## src/rtl/fadd_normalizer.sv

```systemverilog
// Post-add normalizer: shifts the mantissa adder result left one bit per cycle until normalized.
// Optional round-to-nearest-even stage enabled by the FADD_NORM_ROUND_EN macro.
module fadd_normalizer #(
  parameter int MW = 16,
  parameter int EW = 8
) (
  input  logic          clk,
  input  logic          rst_n,
  input  logic          in_valid,
  output logic          in_ready,
  input  logic [MW:0]   in_sum,
  input  logic [EW-1:0] in_exp,
  input  logic          in_sgn,
  output logic          out_valid,
  input  logic          out_ready,
  output logic [MW-1:0] out_mant,
  output logic [EW-1:0] out_exp,
  output logic          out_sgn,
  output logic          out_zero,
  output logic          out_ovf,
  output logic          out_unf
);

  typedef enum logic [1:0] {
    IDLE  = 2'd0,
    NORM  = 2'd1,
    ROUND = 2'd2,
    DONE  = 2'd3
  } state_t;

  localparam logic [EW-1:0] EXP_MAX  = {EW{1'b1}};
  localparam logic [EW-1:0] EXP_ONE  = {{(EW-1){1'b0}}, 1'b1};
  localparam logic [EW-1:0] EXP_ZERO = {EW{1'b0}};
  // Any exponent at or above this value overflows once incremented.
  localparam logic [EW-1:0] EXP_OVF_TH = EXP_MAX - EXP_ONE;
  localparam logic [MW-1:0] MANT_ZERO  = {MW{1'b0}};
  localparam logic [MW:0]   SUM_ZERO   = {(MW+1){1'b0}};

`ifdef FADD_NORM_ROUND_EN
  localparam state_t POST = ROUND;
  localparam logic [MW:0]   MANT_INC = {{MW{1'b0}}, 1'b1};
  localparam logic [MW-1:0] MANT_MSB = {1'b1, {(MW-1){1'b0}}};
`else
  localparam state_t POST = DONE;
`endif

  state_t        state_r;
  state_t        next_state_s;
  logic [MW-1:0] mant_r;
  logic [EW-1:0] exp_r;
  logic          sgn_r;
  logic          zero_r;
  logic          ovf_r;
  logic          unf_r;
  logic          norm_stop_s;

`ifdef FADD_NORM_ROUND_EN
  logic          guard_r;
  logic [MW:0]   round_sum_s;
  logic          round_up_s;
`endif

  // NORM finishes when the leading one is in place or the exponent bottoms out.
  always_comb begin
    norm_stop_s = mant_r[MW-1] || (exp_r == EXP_ZERO);
  end

`ifdef FADD_NORM_ROUND_EN
  // Rounding increment and tie-to-even decision from the guard bit.
  always_comb begin
    round_sum_s = {1'b0, mant_r} + MANT_INC;
    round_up_s  = guard_r && mant_r[0] && !ovf_r && !zero_r;
  end
`endif

  // State register.
  always_ff @(posedge clk) begin
    if (!rst_n) begin
      state_r <= IDLE;
    end else begin
      state_r <= next_state_s;
    end
  end

  // Next-state logic.
  always_comb begin
    next_state_s = state_r;
    case (state_r)
      IDLE: begin
        if (in_valid) begin
          if (in_sum[MW] || (in_sum == SUM_ZERO)) begin
            next_state_s = POST;
          end else begin
            next_state_s = NORM;
          end
        end else begin
          next_state_s = IDLE;
        end
      end
      NORM: begin
        if (norm_stop_s) begin
          next_state_s = POST;
        end else begin
          next_state_s = NORM;
        end
      end
      ROUND: begin
        next_state_s = DONE;
      end
      DONE: begin
        if (out_ready) begin
          next_state_s = IDLE;
        end else begin
          next_state_s = DONE;
        end
      end
      default: begin
        next_state_s = IDLE;
      end
    endcase
  end

  // Output decode from the registered state.
  always_comb begin
    in_ready  = 1'b0;
    out_valid = 1'b0;
    case (state_r)
      IDLE: begin
        in_ready  = 1'b1;
        out_valid = 1'b0;
      end
      DONE: begin
        in_ready  = 1'b0;
        out_valid = 1'b1;
      end
      default: begin
        in_ready  = 1'b0;
        out_valid = 1'b0;
      end
    endcase
  end

  // Datapath: operand capture, iterative shift and optional rounding.
  always_ff @(posedge clk) begin
    if (!rst_n) begin
      mant_r  <= MANT_ZERO;
      exp_r   <= EXP_ZERO;
      sgn_r   <= 1'b0;
      zero_r  <= 1'b0;
      ovf_r   <= 1'b0;
      unf_r   <= 1'b0;
`ifdef FADD_NORM_ROUND_EN
      guard_r <= 1'b0;
`endif
    end else begin
      case (state_r)
        IDLE: begin
          if (in_valid) begin
            sgn_r   <= in_sgn;
            zero_r  <= 1'b0;
            ovf_r   <= 1'b0;
            unf_r   <= 1'b0;
`ifdef FADD_NORM_ROUND_EN
            guard_r <= 1'b0;
`endif
            if (in_sum[MW]) begin
              if (in_exp >= EXP_OVF_TH) begin
                ovf_r  <= 1'b1;
                exp_r  <= EXP_MAX;
                mant_r <= MANT_ZERO;
              end else begin
                mant_r  <= in_sum[MW:1];
                exp_r   <= in_exp + EXP_ONE;
`ifdef FADD_NORM_ROUND_EN
                guard_r <= in_sum[0];
`endif
              end
            end else if (in_sum == SUM_ZERO) begin
              mant_r <= MANT_ZERO;
              exp_r  <= EXP_ZERO;
              sgn_r  <= 1'b0;
              zero_r <= 1'b1;
            end else begin
              mant_r <= in_sum[MW-1:0];
              exp_r  <= in_exp;
            end
          end
        end
        NORM: begin
          if (mant_r[MW-1]) begin
            mant_r <= mant_r;
          end else if (exp_r == EXP_ZERO) begin
            unf_r <= 1'b1;
          end else begin
            mant_r <= {mant_r[MW-2:0], 1'b0};
            exp_r  <= exp_r - EXP_ONE;
          end
        end
`ifdef FADD_NORM_ROUND_EN
        ROUND: begin
          guard_r <= 1'b0;
          if (round_up_s) begin
            if (round_sum_s[MW]) begin
              // Mantissa wrapped to 1.000..: renormalize and recheck overflow.
              if (exp_r >= EXP_OVF_TH) begin
                ovf_r  <= 1'b1;
                exp_r  <= EXP_MAX;
                mant_r <= MANT_ZERO;
              end else begin
                mant_r <= MANT_MSB;
                exp_r  <= exp_r + EXP_ONE;
              end
            end else begin
              mant_r <= round_sum_s[MW-1:0];
            end
          end
        end
`endif
        default: begin
          mant_r <= mant_r;
        end
      endcase
    end
  end

  assign out_mant = mant_r;
  assign out_exp  = exp_r;
  assign out_sgn  = sgn_r;
  assign out_zero = zero_r;
  assign out_ovf  = ovf_r;
  assign out_unf  = unf_r;

endmodule

```

## config.mk

```make
export PLATFORM = sky130hd
export DESIGN_NAME = fadd_normalizer
export DESIGN_NICKNAME = d
export VERILOG_FILES = /design/src/rtl/fadd_normalizer.sv
export SDC_FILE = /design/constraint.sdc
export NUM_CORES = 1
export LEC_CHECK = 0
export CAP_MARGIN = 10
export CORE_MARGIN = 2
export CORE_UTILIZATION = 40
export CTS_CLUSTER_DIAMETER = 100
export DETAILED_ROUTE_END_ITERATION = 7
export PLACE_DENSITY = 0.69
export SLEW_MARGIN = 10
export SYNTH_ARGS = -nofsm -noshare
export SYNTH_HDL_FRONTEND = slang
export SYNTH_SLANG_ARGS = --single-unit
```

## constraint.sdc

```tcl
create_clock -name clk -period 3.85 [get_ports clk]
set_clock_uncertainty 0.1 [all_clocks]
set_input_delay 0.385 -clock clk [delete_from_list [all_inputs] [get_ports clk]]
set_output_delay 0.385 -clock clk [all_outputs]
set_load 0.005 [all_outputs]
```

-- Word-level counts from Yosys, hierarchy flattened
Index checks and enable logic that the tools add are counted.
- multipliers: 0
- bitwise logic cells: 0
- reduce and logical (&&, ||, !) cells: 10
- eq/ne operators: 7
- order comparisons: 1
- shift-type cells: 0
- div/mod/pow operators: 0
- $add $sub $neg: 2
- mux-type cells: 31
- operators by type and width (kind ; number):
    16-bit two-way mux ; 6
    8-bit two-way mux ; 6
    16-bit one-hot mux with 2 select lines ; 1
    17-bit logical NOT ; 1
    8-bit one-hot mux with 2 select lines ; 1
    1-bit two-way mux ; 11
    8-bit by 1-bit adder with 8-bit output, second input constant ; 1
    8-bit greater-or-equal comparator, second input constant ; 1
    8-bit logical NOT ; 1
    2-bit two-way mux ; 4
    2-bit != test, second input constant ; 4
    2-bit one-hot mux with 4 select lines ; 1
    4-bit AND reduction ; 2
    8-bit by 1-bit subtractor with 8-bit output, second input constant ; 1
    2-bit equality test, second input constant ; 2
    2-bit AND reduction ; 2
    2-bit by 1-bit equality test with 1-bit output, second input constant ; 1
    2-bit logical NOT ; 1
    1-bit logical OR ; 2
    1-bit one-hot mux with 2 select lines ; 1
    2-bit nonzero test ; 1
- memory bits (read-only): 0
- input port bits: 30
- memory bits (writable): 0
- memories kept: 0
- latch bits: 0
- register bits after elaboration: 30

-- Longest topological paths before layout
- word-level depth: 5
- gate-level depth with buffers: 7
- depth with buffers taken out: 6

-- Least setup slack after synthesis
Ideal clock, no wire load.
- path kind: input to register
- start point: input port in_exp[0]
- end point: register mant_r[13] (netlist: out_mant[13])
- slack: 1.886 ns
- buffers on the path: 1
- cell stages on the path: 7
- arrival time: 1.747 ns
- path through: inv_1 ha_1 o2111ai_2 o21a_2 buf_4 a221o_1 a32o_2
- longest elaborated chain between the ends: 5
- RTL lines (item ; RTL line ; source):
    start: declaration ; 12 ; input logic [EW-1:0] in_exp,
    8-bit greater-or-equal comparator ; 167 ; if (in_exp >= EXP_OVF_TH) begin
    16-bit two-way mux ; 167 ;
    16-bit two-way mux ; 166 ; if (in_sum[MW]) begin
    16-bit two-way mux ; 158 ; if (in_valid) begin
    16-bit one-hot mux with 2 select lines ; 156 ; case (state_r)
    end signal: assignment ; 172 ; mant_r <= in_sum[MW:1];
    end signal: assignment ; 184 ; mant_r <= in_sum[MW-1:0];
    end signal: assignment ; 191 ; mant_r <= mant_r;
    end: declaration ; 49 ; logic [MW-1:0] mant_r;
No other way between the ends. The select of a mux whose other input is x is not followed.
A chain may end at the register's enable or synchronous reset.

-- Final worst setup path
- start point: input port in_exp[1]
- end point: register mant_r[4] (netlist: out_mant[4])
Same word-level chain as after synthesis.

==> flow_summary.rst <==
.. list-table::
   :header-rows: 1

   * - Metric
     - Value
   * - Status
     - finished, final reports clean
   * - Overall routing resource usage
     - between 20% and 30%
   * - Number of nets at the end of the flow
     - 308
   * - Drt first-iter violations
     - between 100 and 150
   * - Measured slew at the worst slew-check pin
     - 1.048 ns
   * - Synth Register Bits
     - 30
   * - Synth Area in Compound Gates
     - between 40% and 50%
   * - Syn Std Cell Area
     - between 2000 and 2500 sq um
   * - Crit path depth
     - 6
   * - Proportion of register bits with asynchronous set or reset after synthesis
     - 0%
   * - Simple-gate area share of the yosys netlist
     - roughly 17%
   * - RSZ-0062 raised after global routing
     - no
   * - Part of the Yosys area used for sequential elements
     - roughly 30%
   * - Gate power share
     - 45.2%
   * - Layout cell share with drive strength beyond 1
     - roughly 14%
   * - Total length of routed wires
     - around 6 mm
   * - Number of nets produced by synthesis
     - between 200 and 300
   * - Root cell of the clock tree
     - sky130_fd_sc_hd__clkbuf_8
   * - Final cycle utilization of the critical path
     - ~62%
   * - First-pass DRT Iterations
     - 4
   * - Ys flop type
     - sky130_fd_sc_hd__dfxtp_1
   * - Die extent in y
     - between 70 and 80 um
   * - Average cell area after synthesis
     - about 9.2 sq um
   * - Number of instances resized during post-cts repair
     - 0
   * - Clock Pin Slew Worst Setup and Hold Paths
     - ~0.06 ns
   * - Routing usage on met3
     - approximately 4.5%
   * - Leading cell type in the layout, fill and taps excluded
     - sky130_fd_sc_hd__clkdlybuf4s50_1
   * - Max-capacitance violation count
     - 0
   * - Multiplexer share of the synthesized area
     - 0%
   * - Met1 global-route usage
     - 33.14%
   * - TritonCTS Buffers
     - 5
   * - Category of the most critical setup path
     - input pin to register
   * - Critical path capture point type
     - register
   * - Top Family by Delay on Critical Path
     - compound AO/OA/AOI/OAI gates
   * - Master of the slowest instance on the critical path
     - sky130_fd_sc_hd__clkdlybuf4s50_1
   * - Quantity of hold-fixing buffers added after cts
     - 0
   * - Count of flip-flops with a built-in enable after synthesis
     - 0
   * - Clock Latency Late Sink
     - 0.29 ns
   * - Cell count after synthesis
     - 222
   * - Flop pwr share
     - 34.2%
   * - Via count normalized by instance count
     - 6.164
   * - Global-route wire length before repair
     - 9.660 mm
   * - Met2 usage
     - about a third
   * - Start of the worst register-to-register path
     - out_exp[0]
   * - Leakage
     - between 1 and 1.5 nW
   * - Worst Hold Margin
     - 0.3647 ns
   * - Adder and majority cell fraction of the synthesized area
     - between 2 and 2.5%
   * - Routed length per placed instance
     - approximately 18 um
   * - Capture point of the worst path
     - out_mant[4]
   * - I/O pin cnt
     - 60
   * - Setup crit start
     - in_exp[1]
   * - Buf+Inv Stages, Crit Path
     - 1
   * - Worst-case vdd ir drop
     - ~0.22 mV
   * - Area of the core
     - between 4000 and 5000 sq um
   * - Type of the tightest min-delay check
     - register to register
   * - Yosys warning total
     - 0
   * - Depth of the most critical reg-to-reg path
     - 6
   * - Number of different library cells in the post-synthesis netlist
     - between 60 and 70
   * - Total Die Area
     - 5672 sq um
   * - # H-tree levels
     - 2
   * - Post-placement worst setup slack
     - ~1.2 ns
   * - Vias post-DR
     - 2,108
   * - CP max stage delay
     - 0.62 ns
   * - Worst path cell trace
     - clkdlybuf4s50_1, ha_1, o2111ai_2, o21a_2, a221o_1, a32o_2
   * - Initial Util
     - 42.23%
   * - Fin worst setup slack
     - between 1 and 1.5 ns
   * - Dominant combinational cell family by area after synthesis
     - compound AO/OA/AOI/OAI gates
   * - R2R setup slack
     - approximately 1.6 ns
   * - Number of standard-cell rows in the floorplan
     - 25
   * - DRC violations left
     - 0
   * - Sequential cell area
     - about 600 sq um
   * - Switching share of total power
     - roughly 38%
   * - Cell area power density
     - approximately 480 nW/um^2
   * - Total area of multi-input combinational cells
     - roughly 1300 sq um
   * - Final design area excluding fillers
     - 2739 sq um
   * - Buffer levels on the longest clock path
     - 2
   * - Total count of max-transition violations in the final report
     - 0
   * - Setup Buffers After CTS
     - 0
   * - Maximum net fanout on the critical path
     - 16
   * - Total of buffers placed on input and output ports
     - 59
   * - Final design utilization
     - a little under three fifths
   * - Antenna violations before repair
     - 0
   * - Reported net switching power
     - 0.0004939 W
   * - Critical path startpoint category
     - input pin
   * - Internal cell power
     - 0.0008141 W
   * - Final worst path period need
     - 2.391 ns
   * - Synthesis-to-layout area growth
     - 34.63%
   * - ANT cells
     - 0
   * - Reg-to-reg endpoint
     - out_mant[0]
   * - Worst endpoint required time
     - ~3.9 ns
   * - Layout filler cell count
     - roughly 450
   * - Die width
     - about 75 um
   * - Setup TNS
     - 0 ns
   * - Post-DP HPWL
     - roughly 4.3 mm
   * - TritonCTS clock tree
     - yes
   * - Post-detailed-route count of antenna-violating nets
     - 0
   * - Clk pwr share
     - approximately a fifth
   * - Highest-count cells in the layout ignoring fill and taps
     - sky130_fd_sc_hd__clkdlybuf4s50_1 (59), sky130_fd_sc_hd__dfxtp_1 (30), sky130_fd_sc_hd__a221o_1 (15), sky130_fd_sc_hd__a21o_1 (15), sky130_fd_sc_hd__a32o_2 (10)
   * - Area post-placement
     - about 2600 sq um
   * - # setup viols final
     - 0
   * - Headroom to the max-slew limit
     - between 30% and 40%
   * - Highest attainable clock frequency
     - between 400 and 500 MHz
   * - Number of hold violations in the final report
     - 0
   * - Final weighted congestion in routability-driven placement
     - ~0.94
   * - Overflow left after global routing
     - 0
   * - CTS Sinks
     - 30
   * - Via count of the first global-routing pass
     - 1,881
   * - Arr. time, crit path
     - around 2.5 ns
   * - Pin count of the biggest net entering global routing
     - 28
   * - Parity-gate share of the synthesized area counting xor and xnor cells
     - 1.722%
   * - Most congested layer reported by global routing
     - met2
[stage by stage]
step,power (W),cells
2_1_floorplan,0.0008140,222
3_3_place_gp,0.001039,334
3_5_place_dp,0.001037,334
4_1_cts,0.001312,342
5_1_grt,0.001385,342
6_report,0.001308,342
[flip-flops by register name, summed over array words and instances (netlist names)]
signal,cells
out_sgn,1
out_mant,16
out_zero,1
out_ovf,1
out_unf,1
state_r,2
out_exp,8
[layout make-up]
cell class              count  area share (%)
flip-flops and latches     30           21.93
repair buffers             62           22.38
inverters                   8           1.096
multi-input cells         167           48.20
clock buffers               7           3.152
well taps                  67           3.061
clock inverters             1          0.1827
[logic make-up (layout without fill, tap and decap cells)]
group,after synthesis,in the layout
AO/OA/AOI/OAI,101,101
buffers and inverters,25,78
flip-flops,30,30
AND/OR/NAND/NOR,58,58
XOR/XNOR,4,4
adder cells (fa/ha/maj),4,4
[cells in the mapped netlist (2+ instances only)]
| cell type | count | area [sq um] |
|---|---|---|
| sky130_fd_sc_hd__dfxtp_1 | 30 | 600.6 |
| sky130_fd_sc_hd__a21o_1 | 15 | 112.6 |
| sky130_fd_sc_hd__a221o_1 | 15 | 150.1 |
| sky130_fd_sc_hd__clkbuf_1 | 11 | 41.29 |
| sky130_fd_sc_hd__a32o_2 | 10 | 112.6 |
| sky130_fd_sc_hd__nor2_1 | 9 | 33.78 |
| sky130_fd_sc_hd__nand2_1 | 8 | 30.03 |
| sky130_fd_sc_hd__o21ai_0 | 8 | 40.04 |
| sky130_fd_sc_hd__inv_1 | 7 | 26.28 |
| sky130_fd_sc_hd__a21oi_1 | 6 | 30.03 |
| sky130_fd_sc_hd__a32o_1 | 6 | 60.06 |
| sky130_fd_sc_hd__nand4_1 | 6 | 37.54 |
| sky130_fd_sc_hd__nor3_1 | 6 | 30.03 |
| sky130_fd_sc_hd__a311oi_1 | 4 | 35.03 |
| sky130_fd_sc_hd__ha_1 | 4 | 50.05 |
| sky130_fd_sc_hd__nand3_1 | 4 | 20.02 |
| sky130_fd_sc_hd__nor4_1 | 4 | 25.02 |
| sky130_fd_sc_hd__a31oi_1 | 3 | 18.77 |
| sky130_fd_sc_hd__and3_1 | 3 | 18.77 |
| sky130_fd_sc_hd__buf_2 | 3 | 15.01 |
| sky130_fd_sc_hd__nand2b_1 | 3 | 18.77 |
| sky130_fd_sc_hd__a211oi_1 | 2 | 15.01 |
| sky130_fd_sc_hd__a21boi_0 | 2 | 15.01 |
| sky130_fd_sc_hd__a21oi_4 | 2 | 32.53 |
| sky130_fd_sc_hd__a221oi_1 | 2 | 17.52 |
| sky130_fd_sc_hd__a22o_1 | 2 | 17.52 |
| sky130_fd_sc_hd__a41oi_1 | 2 | 17.52 |
| sky130_fd_sc_hd__and2_1 | 2 | 12.51 |
| sky130_fd_sc_hd__and4_1 | 2 | 17.52 |
| sky130_fd_sc_hd__buf_6 | 2 | 22.52 |
| sky130_fd_sc_hd__nor2b_1 | 2 | 12.51 |
| sky130_fd_sc_hd__o21a_1 | 2 | 15.01 |
| sky130_fd_sc_hd__o221ai_1 | 2 | 17.52 |
| sky130_fd_sc_hd__o41ai_1 | 2 | 17.52 |
| sky130_fd_sc_hd__or3b_2 | 2 | 17.52 |
| sky130_fd_sc_hd__xnor2_1 | 2 | 17.52 |
| sky130_fd_sc_hd__xor2_1 | 2 | 17.52 |
[layer usage]
layer | up-vias | part of all wire, %
li1 | 1021 | -
met1 | 1011 | 48
met2 | 68 | 45
met4 | 0 | 1.3
met3 | 8 | 5.2
met5 | - | 0
[worst min path at each step]
| stage | startpoint | to | depth (start not counted) |
|---|---|---|---|
| after floorplan | out_sgn | out_sgn | 2 |
| after global placement | out_sgn | out_sgn | 2 |
| after detailed placement | out_zero | out_zero | 2 |
| after CTS | out_zero | out_zero | 2 |
| after global routing | out_zero | out_zero | 2 |
| final | out_zero | out_zero | 2 |
[power by group through the flow]
stage	Sequential (W)	Clock (W)	Combinational [W]
2_1_floorplan	0.000430	0	0.000384
3_3_place_gp	0.000452	0	0.000587
3_5_place_dp	0.000452	0	0.000585
4_1_cts	0.000446	0.000277	0.000590
5_1_grt	0.000457	0.000287	0.000642
6_report	0.000447	0.000270	0.000591
[worst min-delay path, delay by kind of cell (launching register included)]
kind	cells	cell delay, ns
AND/OR/NAND/NOR	1	0.05
flip-flops	1	0.31
AO/OA/AOI/OAI	1	0.05
No activity file was read; power rests on OpenSTA's default activity.
